**src/rtl/vend_sequencer.sv**
```systemverilog
// Vending transaction controller: coin credit, price-table selection,
// dispense motor handshake and one-unit-at-a-time change payout.
module vend_sequencer #(
    parameter int unsigned CREDIT_W      = 5,
    parameter int unsigned N_PROD        = 4,
    parameter int unsigned PRICE_DEFAULT = 3,
    parameter int unsigned IDLE_TIMEOUT  = 1000,
    parameter int unsigned VEND_TIMEOUT  = 255,
    localparam int unsigned SEL_W        = (N_PROD > 1) ? $clog2(N_PROD) : 1
) (
    input  logic                clk,
    input  logic                reset,
    input  logic                coin100,
    input  logic                coin150,
    input  logic                sel_valid,
    input  logic [SEL_W-1:0]    sel_id,
    input  logic                cancel,
    input  logic                price_we,
    input  logic [SEL_W-1:0]    price_addr,
    input  logic [CREDIT_W-1:0] price_wdata,
    output logic                vend_req,
    output logic [SEL_W-1:0]    vend_id,
    input  logic                vend_done,
    output logic                pay_req,
    input  logic                pay_ack,
    output logic [CREDIT_W-1:0] credit,
    output logic                busy,
    output logic                coin_reject,
    output logic                fault
);

    localparam int unsigned IDLE_W = $clog2(IDLE_TIMEOUT + 1);
    localparam int unsigned VEND_W = $clog2(VEND_TIMEOUT + 1);

    typedef enum logic [1:0] {COLLECT, VEND, PAYOUT, FAULT} state_t;

    state_t              state, state_n;
    logic [CREDIT_W-1:0] price [N_PROD];
    logic [CREDIT_W-1:0] credit_n, vend_price, vend_price_n, sel_price;
    logic [SEL_W-1:0]    vend_id_n;
    logic                vend_req_n, pay_req_n, coin_reject_n, fault_n, busy_n;
    logic [IDLE_W-1:0]   idle_cnt, idle_n;
    logic [VEND_W-1:0]   vend_cnt, vend_n;
    logic [CREDIT_W:0]   coin_sum;
    logic                coin_any, coin_both, idle_fire;

    // Extra top bit of coin_sum flags a coin that would overflow the credit counter
    assign coin_any  = coin100 | coin150;
    assign coin_both = coin100 & coin150;
    assign coin_sum  = {1'b0, credit} + (coin150 ? (CREDIT_W+1)'(3) : (CREDIT_W+1)'(2));
    assign sel_price = price[sel_id];

    // Price table, writable in any state
    always_ff @(posedge clk or posedge reset) begin
        if (reset) begin
            for (int i = 0; i < int'(N_PROD); i++) begin
                price[i] <= CREDIT_W'(PRICE_DEFAULT);
            end
        end else if (price_we) begin
            price[price_addr] <= price_wdata;
        end
    end

    // State and registered outputs
    always_ff @(posedge clk or posedge reset) begin
        if (reset) begin
            state       <= COLLECT;
            credit      <= '0;
            vend_req    <= 1'b0;
            vend_id     <= '0;
            vend_price  <= '0;
            pay_req     <= 1'b0;
            busy        <= 1'b0;
            coin_reject <= 1'b0;
            fault       <= 1'b0;
            idle_cnt    <= '0;
            vend_cnt    <= '0;
        end else begin
            state       <= state_n;
            credit      <= credit_n;
            vend_req    <= vend_req_n;
            vend_id     <= vend_id_n;
            vend_price  <= vend_price_n;
            pay_req     <= pay_req_n;
            busy        <= busy_n;
            coin_reject <= coin_reject_n;
            fault       <= fault_n;
            idle_cnt    <= idle_n;
            vend_cnt    <= vend_n;
        end
    end

    // Next-state and output logic
    always_comb begin
        state_n       = state;
        credit_n      = credit;
        vend_req_n    = vend_req;
        vend_id_n     = vend_id;
        vend_price_n  = vend_price;
        pay_req_n     = pay_req;
        coin_reject_n = 1'b0;
        fault_n       = fault;
        idle_n        = '0;
        vend_n        = '0;
        idle_fire     = 1'b0;

        case (state)
            COLLECT: begin
                if (coin_any) begin
                    if (coin_both || coin_sum[CREDIT_W]) begin
                        coin_reject_n = 1'b1;
                    end else begin
                        credit_n = coin_sum[CREDIT_W-1:0];
                    end
                end
                if (!(coin_any || sel_valid || cancel) && credit != '0) begin
                    if (idle_cnt == IDLE_W'(IDLE_TIMEOUT - 1)) begin
                        idle_fire = 1'b1;
                    end else begin
                        idle_n = idle_cnt + IDLE_W'(1);
                    end
                end
                // Selection is judged against the credit held before any coin this cycle
                if ((cancel || idle_fire) && credit != '0) begin
                    state_n   = PAYOUT;
                    pay_req_n = 1'b1;
                end else if (sel_valid && sel_price != '0 && credit >= sel_price) begin
                    state_n      = VEND;
                    vend_req_n   = 1'b1;
                    vend_id_n    = sel_id;
                    vend_price_n = sel_price;
                end
            end

            VEND: begin
                coin_reject_n = coin_any;
                if (vend_done) begin
                    vend_req_n = 1'b0;
                    credit_n   = credit - vend_price;
                    if (credit_n != '0) begin
                        state_n   = PAYOUT;
                        pay_req_n = 1'b1;
                    end else begin
                        state_n = COLLECT;
                    end
                end else if (vend_cnt == VEND_W'(VEND_TIMEOUT - 1)) begin
                    // Motor never finished: refund everything, then lock up
                    vend_req_n = 1'b0;
                    fault_n    = 1'b1;
                    state_n    = PAYOUT;
                    pay_req_n  = (credit != '0);
                end else begin
                    vend_n = vend_cnt + VEND_W'(1);
                end
            end

            PAYOUT: begin
                coin_reject_n = coin_any;
                if (credit == '0) begin
                    pay_req_n = 1'b0;
                    state_n   = fault ? FAULT : COLLECT;
                end else if (pay_req && pay_ack) begin
                    credit_n = credit - CREDIT_W'(1);
                    if (credit_n == '0) begin
                        pay_req_n = 1'b0;
                        state_n   = fault ? FAULT : COLLECT;
                    end
                end
            end

            FAULT: begin
                coin_reject_n = coin_any;
                vend_req_n    = 1'b0;
                pay_req_n     = 1'b0;
            end

            default: state_n = COLLECT;
        endcase

        busy_n = (state_n != COLLECT);
    end

endmodule
```
**config.mk**
```make
export PLATFORM = sky130hd
export DESIGN_NAME = vend_sequencer
export DESIGN_NICKNAME = d
export VERILOG_FILES = /design/src/rtl/vend_sequencer.sv
export SDC_FILE = /design/constraint.sdc
export NUM_CORES = 1
export LEC_CHECK = 0
export CAP_MARGIN = 15
export CORE_ASPECT_RATIO = 1.75
export CORE_MARGIN = 10
export CORE_UTILIZATION = 30
export CTS_BUF_LIST = sky130_fd_sc_hd__clkbuf_16
export DETAILED_ROUTE_END_ITERATION = 12
export MAX_ROUTING_LAYER = met4
export PLACE_DENSITY = 0.46
export SLEW_MARGIN = 20
export SYNTH_ARGS = -nofsm -noshare
export SYNTH_HDL_FRONTEND = slang
export SYNTH_SLANG_ARGS = --single-unit
export TNS_END_PERCENT = 100
```
**constraint.sdc**
```tcl
create_clock -name clk -period 3.55 [get_ports clk]
set_clock_uncertainty 0.1 [all_clocks]
set_input_delay 1.065 -clock clk [delete_from_list [all_inputs] [get_ports clk]]
set_output_delay 1.065 -clock clk [all_outputs]
set_load 0.02 [all_outputs]
```
==> impl_metrics.tcl, run 1 <==
set metrics [dict create \
    status "complete, no violations" \
    rows 51 \
    power_switching_mw 0.413 \
    gp_congestion 0.873 \
    viasPerCell 5.01 \
    antenna_found_initial 0 \
    rr_worst_depth 10 \
    comb_power_share_pct 12.2 \
    clockPowerShare_pct 46.3 \
    core_area_um2 11100 \
    final_cell_area_um2 4190 \
    syn-num-nets 360 \
    synth_top_area_share_pct 36.3 \
    p_leak_nw 1.79 \
    syn_area_um2 3380 \
    cts.sinks 57 \
    ys_seq_area_share_pct 42.5 \
    slew_violations 0 \
    hold_depth 1 \
    internal_power_mw 1.36 \
    r2r_end "busy" \
    irDropWorstVdd_mv 0.230 \
    drt-initial-drc-count 56 \
    grt_pass1_vias 2674 \
    power_density_nw_per_um2 423 \
    grt_use_total_pct 10.9 \
    min_period_ps 3460 \
    cts_buffers 9 \
    cts_root_buf "clkbuf_16" \
    synth_most_common_cell "dfrtp_1" \
    grt-ovfl-total 0 \
    fmax_mhz 289 \
    synthTopCellsByArea "dfrtp_1, ha_1, mux2_2" \
    critical_path_required_ps 3650 \
    post-route-util_pct 37.7 \
    relSlewSlack_pct 63.7 \
    htree_levels 3 \
    hold_start "idle_cnt[0]" \
    r2r_start "credit[0]" \
    clkTransAtPathRegs_ps 50 \
    avgSynthCellArea_um2 10.7 \
    port_buffers 29 \
    stdcell_count 499 \
    holdBufCountCts 0 \
    post-cts-setup-buffers 0 \
    wl_mm 8.24 \
    dieArea_um2 16100 \
    ant_nets 0 \
    arrival_ps 3560 \
    setup_viol 0 \
    synth-edff-count 0 \
    die_h_um 160 \
    synthTopCellsByCount "dfrtp_1, nor2_1, ha_1, mux2_2, inv_1" \
    dp_hpwl_mm 6.36 \
    ys.flop_type "dfrtp_1" \
    fp.dieW_um 100 \
    clockBufferDepth 2 \
    setup.worst_path.end_class "flop" \
    grt_max_degree 35 \
    crit_start "sel_id[1]" \
    io_pins 30 \
    worst-setup-path-type "input pin to flop" \
    sw_frac_of_total_pct 23.4 \
    p_seq_share_pct 41.5 \
    hold_end "idle_cnt[0]" \
    initial_core_util_pct 30.4 \
    maxCapViolCount 0 \
    fin_ws_ps 93.5 \
    worstMarginPinSlew_ps 543 \
    async_flop_share_pct 100 \
    cp_max_fo 4 \
    grt_pass1_wl_mm 13.6 \
    pre_cts_ws_ps -396 \
    hold_violations 0 \
    r2r_slack_ps 680 \
    antenna_cells 0 \
    yosysTopAreaCell "dfrtp_1" \
    worstSetupStartpointType "input pin" \
    place_area_um2 3900 \
    dr.pass1.iters 4 \
    cts_tree "done" \
    timing.final.crit_share_pct 97.4 \
    clock_latency_ps 330 \
    num_vias 2499 \
    route.detailed.drc 0 \
    synth.distinct_cells 58 \
    ys_ff_latch 57 \
    total_power_mw 1.77 \
    yosysWarnings 0 \
    drive_gt1_share_pct 20.2 \
    wl_per_cell_um 16.5 \
    dp.cells 483 \
    syn_to_final_growth_pct 23.9 \
    netlist_instances 317 \
    fin_nets 405 \
    holdCritPathClass "flop to flop" \
]
-- worst max path at each step --
| stage | end | slack (ps) |
|---|---|---|
| final | vend_req | 90 |
| after global routing | vend_req | -4 |
| after CTS | vend_req | 50 |
| after detailed placement | vend_req | -400 |
| after global placement | vend_req | -360 |
| after floorplan | vend_req | 170 |
-- cell families after synthesis --
| group | synth area share (%) |
|---|---|
| AND/OR/NAND/NOR | 15.0 |
| flip-flops | 42.5 |
| AO/OA/AOI/OAI | 10.7 |
| multiplexers | 12.3 |
| buffers and inverters | 4.00 |
| adder cells (fa/ha/maj) | 9.78 |
| XOR/XNOR | 5.59 |
-- worst max-delay path, cell delays in order --
cell and delay (ps):
clkdlybuf4s50_1 580, mux4_2 580, inv_2 80, ha_1 160
o21a_1 130, o21a_1 150, nand3_2 110, a2111oi_2 330
mux2_1 360
-- state kept, by name, indices dropped and copies added (netlist names) --
name	count
busy	1
vend_id	2
fault	1
vend_price	5
price	20
coin_reject	1
pay_req	1
idle_cnt	10
state	2
vend_cnt	8
vend_req	1
credit	5
-- power groups by stage --
stage,combinational (mW),sequential (mW),clock (mW)
after floorplan,0.142,0.735,0
after global placement,0.209,0.747,0
after detailed placement,0.214,0.747,0
after CTS,0.216,0.736,0.846
after global routing,0.239,0.740,0.875
final,0.215,0.735,0.819
-- metrics by stage --
| stage | hold WS [ps] | setup TNS, ps |
|---|---|---|
| detailed placement | 382 | -1870 |
| global placement | 378 | -1680 |
| global route | 416 | -3.66 |
| finish | 393 | 0 |
| floorplan | 355 | 0 |
| CTS | 396 | 0 |
-- routing by layer --
layer	GRT usage (%)	part of all wire, %	routed length [µm]	vias up
li1	-	-	-	1222
met1	11.8	41	3360	1214
met2	18.4	54	4420	48
met3	2.15	3.2	261	15
met4	5.35	2.4	195	0
met5	-	0	0	-
-- placed cells by master (no fill, tap or decap), types with 3 or more instances in the layout --
cell type        instances
inv_1                   22
ha_1                    24
nand3b_1                 4
xor2_1                  12
clkbuf_16                9
o21a_1                   4
xnor2_1                  7
mux2_2                  24
nand4_1                  3
dfrtp_1                 49
o21ai_0                 12
mux2_1                   3
a21oi_1                 16
mux4_2                   5
nand2_1                 14
nand3_1                 15
clkinv_1                 3
nor2_1                  30
nor3_1                   9
nand2b_1                 3
clkdlybuf4s50_1         29
dfstp_2                  8
buf_4                   13
-- area by class of cell --
class | count | area (µm²)
Clock buffer | 9 | 225
Clock inverter | 7 | 53.8
Fill cell | 1140 | 6920
Inverter | 22 | 82.6
Multi-Input combinational cell | 229 | 1810
Sequential cell | 57 | 1440
Tap cell | 132 | 165
Timing Repair Buffer | 43 | 408
-- what timing repair did --
| item | CTS | global route |
|---|---|---|
| resized for setup | 1 | 2 |
| endpoints found under the setup margin | 1 | 1 |
| cloned | 0 | 0 |
| pin swaps | 2 | 0 |
Power figures use the tool's default switching activity.
==> run 2: changes to the inputs <==
--- a/config.mk
+++ b/config.mk
@@ -8,11 +8,11 @@
 export CAP_MARGIN = 15
 export CORE_ASPECT_RATIO = 1.75
 export CORE_MARGIN = 10
-export CORE_UTILIZATION = 30
+export CORE_UTILIZATION = 58
 export CTS_BUF_LIST = sky130_fd_sc_hd__clkbuf_16
 export DETAILED_ROUTE_END_ITERATION = 12
 export MAX_ROUTING_LAYER = met4
-export PLACE_DENSITY = 0.46
+export PLACE_DENSITY = 0.8
 export SLEW_MARGIN = 20
 export SYNTH_ARGS = -nofsm -noshare
 export SYNTH_HDL_FRONTEND = slang
==> impl_metrics.tcl, run 2 (same netlist as run 1, synthesis figures left out) <==
set metrics [dict create \
    antenna_cells 0 \
    grt_pass1_vias 2775 \
    cts_buffers 9 \
    dr.pass1.iters 6 \
    clkTransAtPathRegs_ps 50 \
    path_buf_inv 1 \
    fp.dieW_um 77.7 \
    ant_nets 0 \
    setup_viol 0 \
    syn_to_final_growth_pct 21.4 \
    relSlewSlack_pct 69.9 \
    die_h_um 121 \
    port_buffers 29 \
    internal_power_mw 1.29 \
    worstMarginPinSlew_ps 451 \
    drive_gt1_share_pct 19.7 \
    grt_pass1_wl_mm 12.4 \
    sw_frac_of_total_pct 23.8 \
    grt_use_total_pct 17.0 \
    route.detailed.drc 0 \
    clockPowerShare_pct 43.2 \
    gp_congestion 0.963 \
    cp_max_fo 3 \
    layout_commonest_cell "dfrtp_1" \
    io_pins 30 \
    grt-ovfl-total 0 \
    p_seq_share_pct 43.5 \
    holdCritPathClass "flop to flop" \
    maxCapViolCount 0 \
    cts.sinks 57 \
    clockBufferDepth 2 \
    rsz0062_at_grt "false" \
    top_regs "price (20), idle_cnt (10), vend_cnt (8)" \
    dp_hpwl_mm 5.68 \
    tns_ps 0 \
    status "complete, no violations" \
    fmax_mhz 291 \
    p_leak_nw 1.77 \
    dieArea_um2 9390 \
    layout_common_cells "dfrtp_1, nor2_1, clkdlybuf4s50_1" \
    min_period_ps 3440 \
    holdBufCountCts 0 \
    power_density_nw_per_um2 414 \
    comb_power_share_pct 13.3 \
    wl_mm 7.46 \
    irDropWorstVdd_mv 0.499 \
    worst-setup-path-type "input pin to flop" \
    initial_core_util_pct 60.0 \
    core_area_um2 5630 \
    final_cell_area_um2 4100 \
    place_area_um2 3820 \
    rows 36 \
    hold_violations 0 \
    post-cts-setup-buffers 0 \
    worstSetupStartpointType "input pin" \
    drt-initial-drc-count 164 \
    largest_reg_flops 20 \
    power_switching_mw 0.404 \
    antenna_found_initial 0 \
    num_vias 2547 \
    clock_latency_ps 320 \
    setup.worst_path.end_class "flop" \
    slowest_stage "mux4_2" \
    htree_levels 3 \
    cp_top_family "multiplexers" \
    regMostFlops "price" \
    wl_per_cell_um 16.9 \
    crit_chain "clkdlybuf4s50_1 > mux4_2 > ha_1 > nand2b_1 > a21oi_1 > o21ai_1 > nand3_2 > a2111oi_4 > mux2_1" \
    fin_nets 404 \
    slew_violations 0 \
    slowest_delay_ps 550 \
    cts_root_buf "clkbuf_16" \
    arrival_ps 3540 \
    viasPerCell 5.76 \
    timing.final.crit_share_pct 96.9 \
    grt_max_degree 52 \
    critical_path_required_ps 3650 \
    cts_tree "done" \
]
==> run 2: final timing paths <==
| kind | startpoint | end | slack, ps | depth (start not counted) |
|---|---|---|---|---|
| max | sel_id[0] | vend_req | 110 | 9 |
| min reg2reg | idle_cnt[0] | idle_cnt[0] | 390 | 1 |
| min | idle_cnt[0] | idle_cnt[0] | 390 | 1 |
| max in group asynchronous | reset | price[11] | 1930 | 3 |
| min in group asynchronous | reset | idle_cnt[3] | 850 | 2 |
| max reg2reg | credit[0] | busy | 640 | 10 |
==> run 2: power groups by stage <==
stage               logic (mW)  registers [mW]  clock network [mW]
finish                   0.225           0.738               0.733
global route             0.247           0.741               0.778
CTS                      0.224           0.736               0.749
detailed placement       0.222           0.746                   0
global placement         0.213           0.744                   0
floorplan                0.142           0.735                   0
==> run 2: layer usage <==
layer	vias up	GRT usage, %	share of wire, %
li1	1218	-	-
met4	0	13.4	4.4
met5	-	-	0
met1	1245	15.4	38
met3	24	3.78	4.3
met2	60	29.9	53
==> run 2: stage by stage <==
stage	hold slack (ps)	setup slack (ps)	power [mW]	cells	util, %
3_3_place_gp	370	-289	0.957	426	67.8
2_1_floorplan	355	174	0.877	317	-
6_report	390	110	1.70	442	72.8
4_1_cts	398	19.3	1.71	442	72.5
5_1_grt	420	7.79	1.77	442	72.8
3_5_place_dp	392	-366	0.969	426	67.8
==> run 2: what timing repair did <==
action	in CTS	in global routing
gates resized for setup	1	3
setup endpoints to repair	3	5
pin swaps	1	1
==> run 2: final cells by class <==
type | count | area, µm²
clock inverter | 7 | 31.3
inverter | 22 | 82.6
sequential | 57 | 1440
fill | 419 | 1530
clock buffer | 9 | 225
tap | 76 | 95.1
timing repair buffer | 42 | 400
multi-input combinational | 229 | 1830
